$ cat src/rtl/i2c_reg_access_pkg.sv
// Shared definitions for the single-register I2C master: state and quarter-phase codes,
// the latched command record and small helpers.
package i2c_reg_access_pkg;

  localparam logic [3:0] StIdle    = 4'd0;
  localparam logic [3:0] StStart   = 4'd1;
  localparam logic [3:0] StTxByte  = 4'd2;
  localparam logic [3:0] StRxAck   = 4'd3;
  localparam logic [3:0] StRestart = 4'd4;
  localparam logic [3:0] StRxByte  = 4'd5;
  localparam logic [3:0] StTxNack  = 4'd6;
  localparam logic [3:0] StStop    = 4'd7;
  localparam logic [3:0] StDone    = 4'd8;

  localparam logic [1:0] Qtr0 = 2'd0;
  localparam logic [1:0] Qtr1 = 2'd1;
  localparam logic [1:0] Qtr2 = 2'd2;
  localparam logic [1:0] Qtr3 = 2'd3;

  localparam logic RwWrite = 1'b0;
  localparam logic RwRead  = 1'b1;

  typedef struct packed {
    logic       op_read;
    logic [6:0] dev_addr;
    logic [7:0] reg_addr;
    logic [7:0] wr_data;
  } cmd_t;

  function automatic int unsigned qtr_cycles(input int unsigned clk_hz,
                                             input int unsigned scl_hz);
    return clk_hz / (4 * scl_hz);
  endfunction

  function automatic logic [7:0] addr_byte(input logic [6:0] dev, input logic rw);
    return {dev, rw};
  endfunction

endpackage

$ cat src/rtl/i2c_reg_access_qtr_tick.sv
// Quarter-bit divider. Emits a one-cycle tick at the end of each quarter and the current
// 2-bit quarter phase; the end of Q1 waits for a stretched SCL to be seen high.
module i2c_reg_access_qtr_tick
  import i2c_reg_access_pkg::*;
#(
  parameter int unsigned Qtr = 125
) (
  input  logic       clk,
  input  logic       rst,
  input  logic       en,
  input  logic       scl_in,
  output logic       tick,
  output logic [1:0] phase
);

  localparam int unsigned CntW = (Qtr > 1) ? $clog2(Qtr) : 1;
  localparam logic [CntW-1:0] CntMax = CntW'(Qtr - 1);

  logic [CntW-1:0] cnt_q, cnt_d;
  logic [1:0]      phase_q, phase_d;
  logic            at_end;
  logic            hold;

  always_comb begin
    at_end  = (cnt_q == CntMax);
    // Slave may hold SCL low after release; finish Q1 only once the bus is high.
    hold    = (phase_q == Qtr1) && !scl_in;
    tick    = en && at_end && !hold;
    cnt_d   = cnt_q;
    phase_d = phase_q;
    if (!en) begin
      cnt_d   = '0;
      phase_d = Qtr0;
    end else if (tick) begin
      cnt_d   = '0;
      phase_d = phase_q + 2'd1;
    end else if (!at_end) begin
      cnt_d   = cnt_q + CntW'(1);
    end
  end

  always_ff @(posedge clk) begin
    if (rst) begin
      cnt_q   <= '0;
      phase_q <= Qtr0;
    end else begin
      cnt_q   <= cnt_d;
      phase_q <= phase_d;
    end
  end

  assign phase = phase_q;

endmodule

$ cat src/rtl/i2c_reg_access.sv
// Bit-level I2C master performing one register write or read per req/ack handshake,
// driving open-drain SCL/SDA enables and reporting a slave NACK through error.
module i2c_reg_access
  import i2c_reg_access_pkg::*;
#(
  parameter int unsigned CLK_FREQ_HZ = 50_000_000,
  parameter int unsigned I2C_FREQ_HZ = 100_000
) (
  input  logic       clk,
  input  logic       rst,
  input  logic       i2c_write_req,
  output logic       i2c_write_req_ack,
  input  logic       i2c_read_req,
  output logic       i2c_read_req_ack,
  input  logic [7:0] i2c_slave_dev_addr,
  input  logic [7:0] i2c_slave_reg_addr,
  input  logic [7:0] i2c_write_data,
  output logic [7:0] i2c_read_data,
  output logic       error,
  output logic       busy,
  input  logic       scl_pad_i,
  output logic       scl_pad_o,
  output logic       scl_padoen_o,
  input  logic       sda_pad_i,
  output logic       sda_pad_o,
  output logic       sda_padoen_o
);

  localparam int unsigned Qtr = qtr_cycles(CLK_FREQ_HZ, I2C_FREQ_HZ);

  logic [3:0] state_q, state_d;
  cmd_t       cmd_q, cmd_d;
  logic [1:0] byte_idx_q, byte_idx_d;
  logic [2:0] bit_cnt_q, bit_cnt_d;
  logic [7:0] rx_shift_q, rx_shift_d;
  logic [7:0] read_data_q, read_data_d;
  logic       error_q, error_d;
  logic       busy_q, busy_d;
  logic       ack_prev_q, ack_prev_d;
  logic       nack_q, nack_d;
  logic       scl_oen_q, scl_oen_d;
  logic       sda_oen_q, sda_oen_d;

  logic       tick;
  logic [1:0] phase;
  logic       last_qtr;
  logic       scl_bit_rel;
  logic [7:0] tx_byte;
  logic       tx_bit;

  i2c_reg_access_qtr_tick #(
    .Qtr (Qtr)
  ) u_qtr_tick (
    .clk    (clk),
    .rst    (rst),
    .en     (state_q != StIdle),
    .scl_in (scl_pad_i),
    .tick   (tick),
    .phase  (phase)
  );

  always_comb begin
    unique case (byte_idx_q)
      2'd0:    tx_byte = addr_byte(cmd_q.dev_addr, RwWrite);
      2'd1:    tx_byte = cmd_q.reg_addr;
      default: tx_byte = cmd_q.op_read ? addr_byte(cmd_q.dev_addr, RwRead) : cmd_q.wr_data;
    endcase
    tx_bit = tx_byte[bit_cnt_q];
  end

  always_comb begin
    state_d     = state_q;
    cmd_d       = cmd_q;
    byte_idx_d  = byte_idx_q;
    bit_cnt_d   = bit_cnt_q;
    rx_shift_d  = rx_shift_q;
    read_data_d = read_data_q;
    error_d     = error_q;
    busy_d      = busy_q;
    nack_d      = nack_q;
    ack_prev_d  = (state_q == StDone);
    scl_oen_d   = 1'b1;
    sda_oen_d   = 1'b1;

    last_qtr    = tick && (phase == Qtr3);
    // Ordinary bit: SCL released during Q1 and Q2, low in Q0 and Q3.
    scl_bit_rel = (phase == Qtr1) || (phase == Qtr2);

    case (state_q)
      StIdle: begin
        if (!ack_prev_q && (i2c_write_req || i2c_read_req)) begin
          cmd_d.op_read  = !i2c_write_req;
          cmd_d.dev_addr = i2c_slave_dev_addr[7:1];
          cmd_d.reg_addr = i2c_slave_reg_addr;
          cmd_d.wr_data  = i2c_write_data;
          error_d        = 1'b0;
          busy_d         = 1'b1;
          state_d        = StStart;
        end
      end

      StStart: begin
        scl_oen_d = (phase != Qtr3);
        sda_oen_d = (phase == Qtr0) || (phase == Qtr1);
        if (last_qtr) begin
          byte_idx_d = 2'd0;
          bit_cnt_d  = 3'd7;
          state_d    = StTxByte;
        end
      end

      StTxByte: begin
        scl_oen_d = scl_bit_rel;
        sda_oen_d = tx_bit;
        if (last_qtr) begin
          if (bit_cnt_q == 3'd0) begin
            state_d = StRxAck;
          end else begin
            bit_cnt_d = bit_cnt_q - 3'd1;
          end
        end
      end

      StRxAck: begin
        scl_oen_d = scl_bit_rel;
        if (tick && (phase == Qtr2)) begin
          nack_d = sda_pad_i;
        end
        if (last_qtr) begin
          bit_cnt_d = 3'd7;
          if (nack_q) begin
            error_d = 1'b1;
            state_d = StStop;
          end else if (byte_idx_q == 2'd0) begin
            byte_idx_d = 2'd1;
            state_d    = StTxByte;
          end else if (byte_idx_q == 2'd1) begin
            byte_idx_d = 2'd2;
            state_d    = cmd_q.op_read ? StRestart : StTxByte;
          end else begin
            state_d    = cmd_q.op_read ? StRxByte : StStop;
          end
        end
      end

      StRestart: begin
        // SCL comes up with SDA high, then SDA falls while SCL is high.
        scl_oen_d = scl_bit_rel;
        sda_oen_d = (phase == Qtr0) || (phase == Qtr1);
        if (last_qtr) begin
          bit_cnt_d = 3'd7;
          state_d   = StTxByte;
        end
      end

      StRxByte: begin
        scl_oen_d = scl_bit_rel;
        if (tick && (phase == Qtr2)) begin
          rx_shift_d = {rx_shift_q[6:0], sda_pad_i};
        end
        if (last_qtr) begin
          if (bit_cnt_q == 3'd0) begin
            read_data_d = rx_shift_q;
            state_d     = StTxNack;
          end else begin
            bit_cnt_d = bit_cnt_q - 3'd1;
          end
        end
      end

      StTxNack: begin
        scl_oen_d = scl_bit_rel;
        if (last_qtr) begin
          state_d = StStop;
        end
      end

      StStop: begin
        scl_oen_d = (phase != Qtr0);
        sda_oen_d = (phase == Qtr2) || (phase == Qtr3);
        if (last_qtr) begin
          state_d = StDone;
        end
      end

      StDone: begin
        busy_d  = 1'b0;
        state_d = StIdle;
      end

      default: begin
        busy_d  = 1'b0;
        state_d = StIdle;
      end
    endcase
  end

  always_ff @(posedge clk) begin
    if (rst) begin
      state_q     <= StIdle;
      cmd_q       <= '0;
      byte_idx_q  <= 2'd0;
      bit_cnt_q   <= 3'd0;
      rx_shift_q  <= 8'h00;
      read_data_q <= 8'h00;
      error_q     <= 1'b0;
      busy_q      <= 1'b0;
      ack_prev_q  <= 1'b0;
      nack_q      <= 1'b0;
      scl_oen_q   <= 1'b1;
      sda_oen_q   <= 1'b1;
    end else begin
      state_q     <= state_d;
      cmd_q       <= cmd_d;
      byte_idx_q  <= byte_idx_d;
      bit_cnt_q   <= bit_cnt_d;
      rx_shift_q  <= rx_shift_d;
      read_data_q <= read_data_d;
      error_q     <= error_d;
      busy_q      <= busy_d;
      ack_prev_q  <= ack_prev_d;
      nack_q      <= nack_d;
      scl_oen_q   <= scl_oen_d;
      sda_oen_q   <= sda_oen_d;
    end
  end

  assign i2c_write_req_ack = (state_q == StDone) && !cmd_q.op_read;
  assign i2c_read_req_ack  = (state_q == StDone) && cmd_q.op_read;
  assign i2c_read_data     = read_data_q;
  assign error             = error_q;
  assign busy              = busy_q;
  assign scl_pad_o         = 1'b0;
  assign sda_pad_o         = 1'b0;
  assign scl_padoen_o      = scl_oen_q;
  assign sda_padoen_o      = sda_oen_q;

endmodule

$ cat config.mk
export PLATFORM = sky130hd
export DESIGN_NAME = i2c_reg_access
export DESIGN_NICKNAME = d
export VERILOG_FILES = /design/src/rtl/i2c_reg_access_pkg.sv /design/src/rtl/i2c_reg_access_qtr_tick.sv /design/src/rtl/i2c_reg_access.sv
export SDC_FILE = /design/constraint.sdc
export NUM_CORES = 1
export LEC_CHECK = 0
export BUFFER_PORTS_ARGS = -buffer_cell sky130_fd_sc_hd__buf_4
export CORE_ASPECT_RATIO = 0.6
export CORE_MARGIN = 2
export CORE_UTILIZATION = 51
export DETAILED_ROUTE_END_ITERATION = 8
export PLACE_DENSITY = 0.86
export SYNTH_ARGS = -nofsm -noshare
export SYNTH_HDL_FRONTEND = slang
export SYNTH_SLANG_ARGS = --single-unit
$ cat constraint.sdc
create_clock -name clk -period 2 [get_ports clk]
set_input_delay 0.4 -clock clk [delete_from_list [all_inputs] [get_ports clk]]
set_output_delay 0.4 -clock clk [all_outputs]
set_load 0.01 [all_outputs]
==> results of run 1 <==
==> cell usage in the layout (no fill, tap or decap), types with 3 or more instances in the layout <==
cell type  synthesis  final
a211oi_1           4      4
a21oi_1           42     41
and3_1             3      3
buf_4              2     63
clkbuf_8           0      9
dfxtp_1           64     59
dfxtp_2            0      4
ha_1               8      6
inv_1             11      8
inv_2              0      3
mux2_2             4      4
mux2i_1           21     21
nand2_1           53     53
nand2b_1           5      5
nand3_1            7      7
nor2_1            36     36
nor3_1             9      8
nor3b_1            3      3
nor4_4             3      3
o211ai_1           3      3
o21a_1             4      4
o22ai_1            3      3
xnor2_1            4      4
==> per-layer routing <==
metal  part of all wire, %  vias up  track usage (%)
li1                      -     1337                -
met1                    46     1243             33.0
met2                    42      156             32.1
met3                   9.5       19             6.52
met4                   2.3        0             9.80
met5                     0        -                0
==> power breakdown <==
part           switching (mW)  leakage [nW]  internal, mW
logic                   0.450         0.958         0.319
clock network           0.537        0.0968         0.582
registers              0.0839         0.524          1.39
total                    1.07          1.58          2.29
==> timing repair <==
action / 4_1_cts / 5_1_grt
cloned: 0 / 0
resized for setup: 6 / 14
setup buffers: 1 / 3
hold endpoints to repair: 0 / 0
setup endpoints to repair: 3 / 9
pin swaps: 4 / 5
==> registers in the layout, summed over array words and instances, names as in the netlist, 2 cells and up <==
| name | count |
|---|---|
| rx_shift_q | 8 |
| i2c_read_data | 8 |
| bit_cnt_q | 3 |
| u_qtr_tick.cnt_q | 7 |
| state_q | 4 |
| cmd_q | 24 |
| byte_idx_q | 2 |
| u_qtr_tick.phase | 2 |
==> Yosys cell counts (all sizes together) (2+ instances only) <==
master	n
dfxtp	64
nand2	53
a21oi	42
nor2	36
mux2i	21
clkbuf	15
inv	11
nand3	10
nor3	10
ha	8
buf	7
nand2b	5
a211oi	4
and3	4
mux2	4
nor4	4
o21a	4
xnor2	4
nor2b	3
nor3b	3
o211ai	3
o21ai	3
o22ai	3
a2bb2oi	2
a31oi	2
and2	2
nand3b	2
nand4	2
nor4bb	2
o2111ai	2
o221ai	2
o22a	2
xor2	2
==> kinds of logic (layout without fill, tap and decap cells) <==
family | count (synthesis) | in the layout | synth area share (%)
xor gates and xnor gates | 6 | 6 | 1.73
DFF | 64 | 64 | 42.3
and+or+nand+nor | 143 | 143 | 24.7
buffers and inverters | 33 | 90 | 4.50
AOI/OAI and AO/OA | 74 | 74 | 15.0
muxes | 25 | 25 | 8.42
other | 1 | 2 | 0.124
adders and majority gates | 8 | 8 | 3.30
==> stage by stage <==
step	setup slack, ns	instance area (um2)	total power [mW]
floorplan	0.115	3040	1.96
global placement	0.0511	3480	2.18
detailed placement	-0.0471	3480	2.21
CTS	0.00682	3720	3.33
global route	-0.0266	3770	3.53
finish	0.108	3770	3.36
==> final cells by class <==
cell class	instances	area, um2
Clock buffer	10	128
Clock inverter	6	68.8
Fill cell	422	1880
Inverter	11	41.3
Multi-Input combinational cell	258	1670
Sequential cell	64	1290
Tap cell	80	100
Timing Repair Buffer	63	473
==> path summary, 6_finish.rpt <==
check | start | to | slack, ns | depth (start not counted)
max | u_qtr_tick.cnt_q[0]$_SDFFE_PP0P_ | byte_idx_q[1]$_SDFFE_PP0P_ | 0.11 | 7
min | i2c_write_req | cmd_q[23]$_SDFFE_PP0P_ | 0.23 | 2
max reg2reg | u_qtr_tick.cnt_q[0]$_SDFFE_PP0P_ | byte_idx_q[1]$_SDFFE_PP0P_ | 0.11 | 7
min reg2reg | cmd_q[4]$_SDFFE_PP0P_ | cmd_q[4]$_SDFFE_PP0P_ | 0.45 | 2
==> worst max-delay path, cell delays in order, from the launching register on <==
cell,delay [ns]
dfxtp_2,0.33
inv_2,0.06
ha_4,0.14
nand3_4,0.09
or4_4,0.58
nor4_4,0.29
a21oi_1,0.11
a211oi_1,0.20
==> results by group, run 1 <==
Clock network
  – Hold Buf Count CTS: 0
  – Sinks on the clock net: 64
  – Level count of the clock H-tree: 3
  – CTS Root Buffer Type: clkbuf_8
  – CTS clk-pin slew, worst paths: 0.08 ns
  – Clock tree from TritonCTS: done
  – Number of buffers inserted during clock tree synthesis: 9
  – Deepest clock path buffer count: 2
  – Clock latency reported for the late side of the worst-skew pair: ~0.35 ns

Floorplanning
  – Die Span X: 104 um
  – Standard cell core area: 5650 um2
  – Die area: 6600 um2
  – Initial core utilization: 53.7%
  – Number of top-level pins: 46
  – Die Y-Extent: 63.7 um
  – FP Rows: 21

Final layout
  – Layout net count: 445
  – Utilization after layout: ~67%
  – Layout cells sized above 1: 26.2%
  – Antenna cells: 0
  – Non-filler instance count after layout: 492
  – Syn-to-layout area delta: 24.4%

Yosys
  – Top_reg_cell synth: dfxtp_1
  – Mean cell area of the mapped netlist: 8.56 um2
  – Post-synth EDFFs: 0
  – Number of different library cells in the post-synthesis netlist: 53
  – Number of synthesized register bits: 64
  – Largest area contributor in the synthesized netlist: dfxtp_1
  – Combined area of all synthesized cells: 3030 um2
  – Largest cells by area after synthesis: dfxtp_1 42%, a21oi_1 6.9%, mux2i_1 6.9%, nand2_1 6.6%, nor2_1 4.5%
  – Instance count of the mapped netlist: around 350
  – Proportion of synthesized chip area in sequential cells: 42.3%
  – Area fraction of the dominant cell type after synthesis: 42.3%
  – Warning count from the yosys run: 0
  – Async SR Flop Fraction: 0%

GRT
  – Total Routing Usage GR: 23.0%
  – Grt total ovfl: 0
  – Wire length of the first global-routing pass: ~12,000 um
  – Largest net degree at the start of global routing: 43
  – Number of global-route vias before repair: about 2,500
  – Number of antenna violations at the first check in global routing: 0

STA
  – Shortest clock period the worst path allows after layout: about 1.9 ns
  – Setup Viol. Count Final: 0
  – Largest clock skew in the final design: approximately 0.0077 ns
  – Endpoints failing hold: 0
  – Fmax: 528 MHz
  – Part of the cycle the worst path needs: 94.6%
  – Actual slew at the worst max-slew pin: 0.666 ns
  – Relative max-transition margin: 55.0%
  – Worst slack on hold paths: 0.228 ns
  – Setup Total Neg Slack: 0 ns
  – Max-slew violation count: 0
  – Unrepaired setup endpoints after global routing: yes

Route
  – Count of nets left with antenna violations after detail routing: 0
  – Per-cell routed wire length: 14.9 um
  – Detailed-route via count: roughly 2,800
  – Detailed-routing iteration count for the pre-antenna-repair pass: 6
  – Total routed wirelength: about 7300 um
  – Starting DRC count in detailed routing: 241
  – DRC errors left: 0
  – Vias per inst: 5.60

Critical path
  – CP Data Arrival Time: between 2 and 2.5 ns
  – Startpoint class of the critical path: flip-flop
  – Maximum fanout along the worst path: 4
  – Category of the critical setup timing path: flip-flop to flip-flop
  – Data required time of the critical path: around 2.3 ns
  – CP endpoint kind: flip-flop

Power
  – Power per cell area: approximately 900 nW/um2
  – Max IR drop VDD: roughly 0.7 mV
  – Leakage dissipation: around 1.6 nW

Run status
  – Run status: complete, no violations

Placement
  – Final GP Congestion: 0.977
  – Placed cell count: 472
  – PortBufs: 42
  – Detailed placer's ending HPWL: ~5100 um

Min path
  – Hold Crit Class: input port to flip-flop

Job
  – Max-cap viol count: 0
No activity file was read; power rests on OpenSTA's default activity.
==> inputs of run 2 (changes only) <==
Settings changed: CORE_ASPECT_RATIO 0.6 to 1.1.
==> run 2 against run 1 <==
  * Setup slack got worse by 0.079 ns
  * First-iteration DRC count fell by 48%
  * Largest power group unchanged
  * Sequential power barely moved
  * Critical endpoint is now bit_cnt_q[2]$_SDFFE_PP0P_
  * Worst hold slack improved by 0.0069 ns
  * Highest routed layer unchanged
  * Fmax fell by 4.0%
==> results by group, run 2 (same netlist as run 1, synthesis figures left out) <==
Route
  – Per-cell routed wire length: 14.7 um (-1.2%)
  – Total routed wirelength: 7290 um (-0.37%)
  – Starting DRC count in detailed routing: 125 (-48%)
  – Count of nets left with antenna violations after detail routing: 0 (unchanged)
  – Vias per inst: 5.51 (-1.7%)
  – Detailed-routing iteration count for the pre-antenna-repair pass: 4 (-2)
  – DRC errors left: 0 (unchanged)
  – Detailed-route via count: 2,731 (-0.87%)

Min path
  – Hold Crit Class: input port to flip-flop
  – Hold path startpoint: i2c_write_req
  – Min-Delay Endpoint: cmd_q[23]$_SDFFE_PP0P_
  – Number of cells traversed by the worst hold path: 2 (unchanged)

Clock network
  – CTS clk-pin slew, worst paths: 0.07 ns (about the same)
  – Hold Buf Count CTS: 0 (unchanged)
  – Clock latency reported for the late side of the worst-skew pair: 0.35 ns (about the same)
  – Sinks on the clock net: 64 (unchanged)
  – CTS Root Buffer Type: clkbuf_8
  – Level count of the clock H-tree: 3 (unchanged)
  – Clock tree from TritonCTS: done
  – Deepest clock path buffer count: 2 (unchanged)
  – Number of buffers inserted during clock tree synthesis: 9 (unchanged)

Critical path
  – Worst R2R Start: u_qtr_tick.phase[1]$_SDFFE_PP0N_
  – Maximum fanout along the worst path: 5 (+1)
  – Data required time of the critical path: 2.20 ns (-0.07 ns)
  – CP Data Arrival Time: 2.17 ns (about the same)
  – Cell count of the worst reg-to-reg path: 7 (unchanged)
  – CP endpoint kind: flip-flop
  – Startpoint class of the critical path: flip-flop
  – Reg-to-reg critical path endpoint: bit_cnt_q[2]$_SDFFE_PP0P_
  – Setup slack of the most critical reg-to-reg path: 0.03 ns (-0.08 ns)
  – Category of the critical setup timing path: flip-flop to flip-flop

Floorplanning
  – Die area: 6580 um2 (-0.29%)
  – Number of top-level pins: 46 (unchanged)
  – Die Y-Extent: 84.9 um (+33%)
  – Die Span X: 77.5 um (-25%)
  – Initial core utilization: 52.5% (-1.1 points)
  – Standard cell core area: 5770 um2 (+2.1%)
  – FP Rows: 29 (+38%)

STA
  – Unrepaired setup endpoints after global routing: yes
  – Setup Viol. Count Final: 0 (unchanged)
  – Relative max-transition margin: 64.2% (+9.1 points)
  – Shortest clock period the worst path allows after layout: 1.97 ns (+0.0787 ns)
  – Setup Total Neg Slack: 0 ns (unchanged)
  – Largest clock skew in the final design: 0.00940 ns (+0.00175 ns)
  – Setup slack after layout: 0.0290 ns (-0.0787 ns)
  – Part of the cycle the worst path needs: 98.5% (+3.9 points)
  – Worst slack on hold paths: 0.235 ns (+0.00693 ns)
  – Actual slew at the worst max-slew pin: 0.530 ns (-0.135 ns)
  – Endpoints failing hold: 0 (unchanged)
  – Fmax: 507 MHz (-4.0%)
  – Max-slew violation count: 0 (unchanged)

GRT
  – Wire length of the first global-routing pass: 11,800 um (-1.4%)
  – Number of antenna violations at the first check in global routing: 0 (unchanged)
  – Number of global-route vias before repair: 2,626 (+6.9%)
  – Total Routing Usage GR: 22.9% (-0.12 points)
  – Grt total ovfl: 0 (unchanged)
  – Largest net degree at the start of global routing: 50 (+16%)

Power
  – Register share of total power: 45.8% (+1.9 points)
  – Power share of the clock group: 30.7% (-2.6 points)
  – Final Power: 3.22 mW (-4.3%)
  – Combinational fraction of design power: 23.6% (+0.7 points)
  – Sw Ratio: 30.5% (-1.3 points)
  – Net load switching power: 983 uW (-8.2%)
  – Power per cell area: 840 nW/um2 (-5.8%)
  – Max IR drop VDD: 0.697 mV (-2.0%)
  – Internal cell power: 2.24 mW (-2.5%)
  – Leakage dissipation: 1.62 nW (+2.9%)

Final layout
  – Flip-flop count of the largest register, all copies and words added: 24 (unchanged)
  – Register ranked first by flip-flop count: cmd_q
  – FF+latch area: 1290 um2 (about the same)
  – Multi-input logic area: 1670 um2 (unchanged)
  – Most frequent cells in the layout: 69 x buf_4, 58 x dfxtp_1, 53 x nand2_1
  – Layout cells sized above 1: 27.0% (+0.76 points)
  – Syn-to-layout area delta: 26.3%
  – Antenna cells: 0 (unchanged)
  – Utilization after layout: 66.4% (-0.35 points)
  – Most frequent standard cell in the layout excluding fill and tap cells: buf_4
  – Filler cells: 448 (+6.2%)
  – Non-filler instance count after layout: 496 (+0.81%)
  – Layout net count: 453 (+1.8%)
  – Non-Filler Cell Area, Final: 3830 um2 (+1.6%)

Job
  – Max-cap viol count: 0 (unchanged)

Placement
  – PortBufs: 42 (unchanged)
  – Placed cell count: 470 (-0.42%)
  – Detailed placer's ending HPWL: 4880 um (-4.2%)
  – Area after DPL: 3510 um2 (+0.83%)
  – Setup slack after placement: -0.0677 ns (-0.0205 ns)
  – Final GP Congestion: 0.868 (-11%)

Run status
  – Run status: complete, no violations
==> run 2: final cells by class <==
| type | instances | area share (%) |
|---|---|---|
| Clock buffer | 13 | 4.15 |
| Clock inverter | 2 | 0.392 |
| Inverter | 11 | 1.08 |
| Multi-Input combinational cell | 258 | 43.6 |
| Sequential cell | 64 | 33.7 |
| Tap cell | 77 | 2.52 |
| Timing Repair Buffer | 71 | 14.6 |
==> run 2: worst max-delay path by stage <==
| stage | start | endpoint | slack, ns | cells past startpoint |
|---|---|---|---|---|
| 5_1_grt | u_qtr_tick.phase[1]$_SDFFE_PP0N_ | bit_cnt_q[2]$_SDFFE_PP0P_ | -0.09 | 7 |
| 6_report | u_qtr_tick.phase[1]$_SDFFE_PP0N_ | bit_cnt_q[2]$_SDFFE_PP0P_ | 0.03 | 7 |
| 3_5_place_dp | u_qtr_tick.phase[1]$_SDFFE_PP0N_ | bit_cnt_q[2]$_SDFFE_PP0P_ | -0.07 | 7 |
| 2_1_floorplan | bit_cnt_q[0]$_SDFFE_PP0P_ | bit_cnt_q[2]$_SDFFE_PP0P_ | 0.11 | 8 |
| 4_1_cts | u_qtr_tick.cnt_q[0]$_SDFFE_PP0P_ | byte_idx_q[0]$_SDFFE_PP0P_ | 0.0002 | 7 |
| 3_3_place_gp | u_qtr_tick.cnt_q[1]$_SDFFE_PP0P_ | bit_cnt_q[2]$_SDFFE_PP0P_ | 0.06 | 7 |
==> run 2: critical path, cell delays in order, from the launching register on <==
cell and delay (ns):
dfxtp_2 0.34, inv_2 0.05, ha_4 0.15, nor2b_4 0.12, or4_4 0.58, nor3_4 0.27, and3_1 0.22, a311oi_1 0.10
==> run 2: layer usage <==
metal,up-vias,part of all wire (%),global-route usage (%),routed length (um)
met1,1274,40,24.9,2930
met5,-,0,0,0
met4,0,4.0,12.5,293
met3,30,5.1,8.09,371
met2,74,51,39.0,3690
li1,1353,-,-,-
==> run 2: timing repair <==
action | in CTS | in global routing
resized for setup | 10 | 10
buffers inserted | 3 | 8
pin swaps | 6 | 8
endpoints found under the setup margin | 4 | 13
==> run 2: power groups by stage <==
stage	Combinational (mW)	Sequential, mW	Clock (mW)
final	0.759	1.47	0.986
after global routing	0.835	1.49	1.07
after CTS	0.744	1.47	1.00
after detailed placement	0.722	1.50	0
after global placement	0.703	1.49	0
after floorplan	0.484	1.47	0
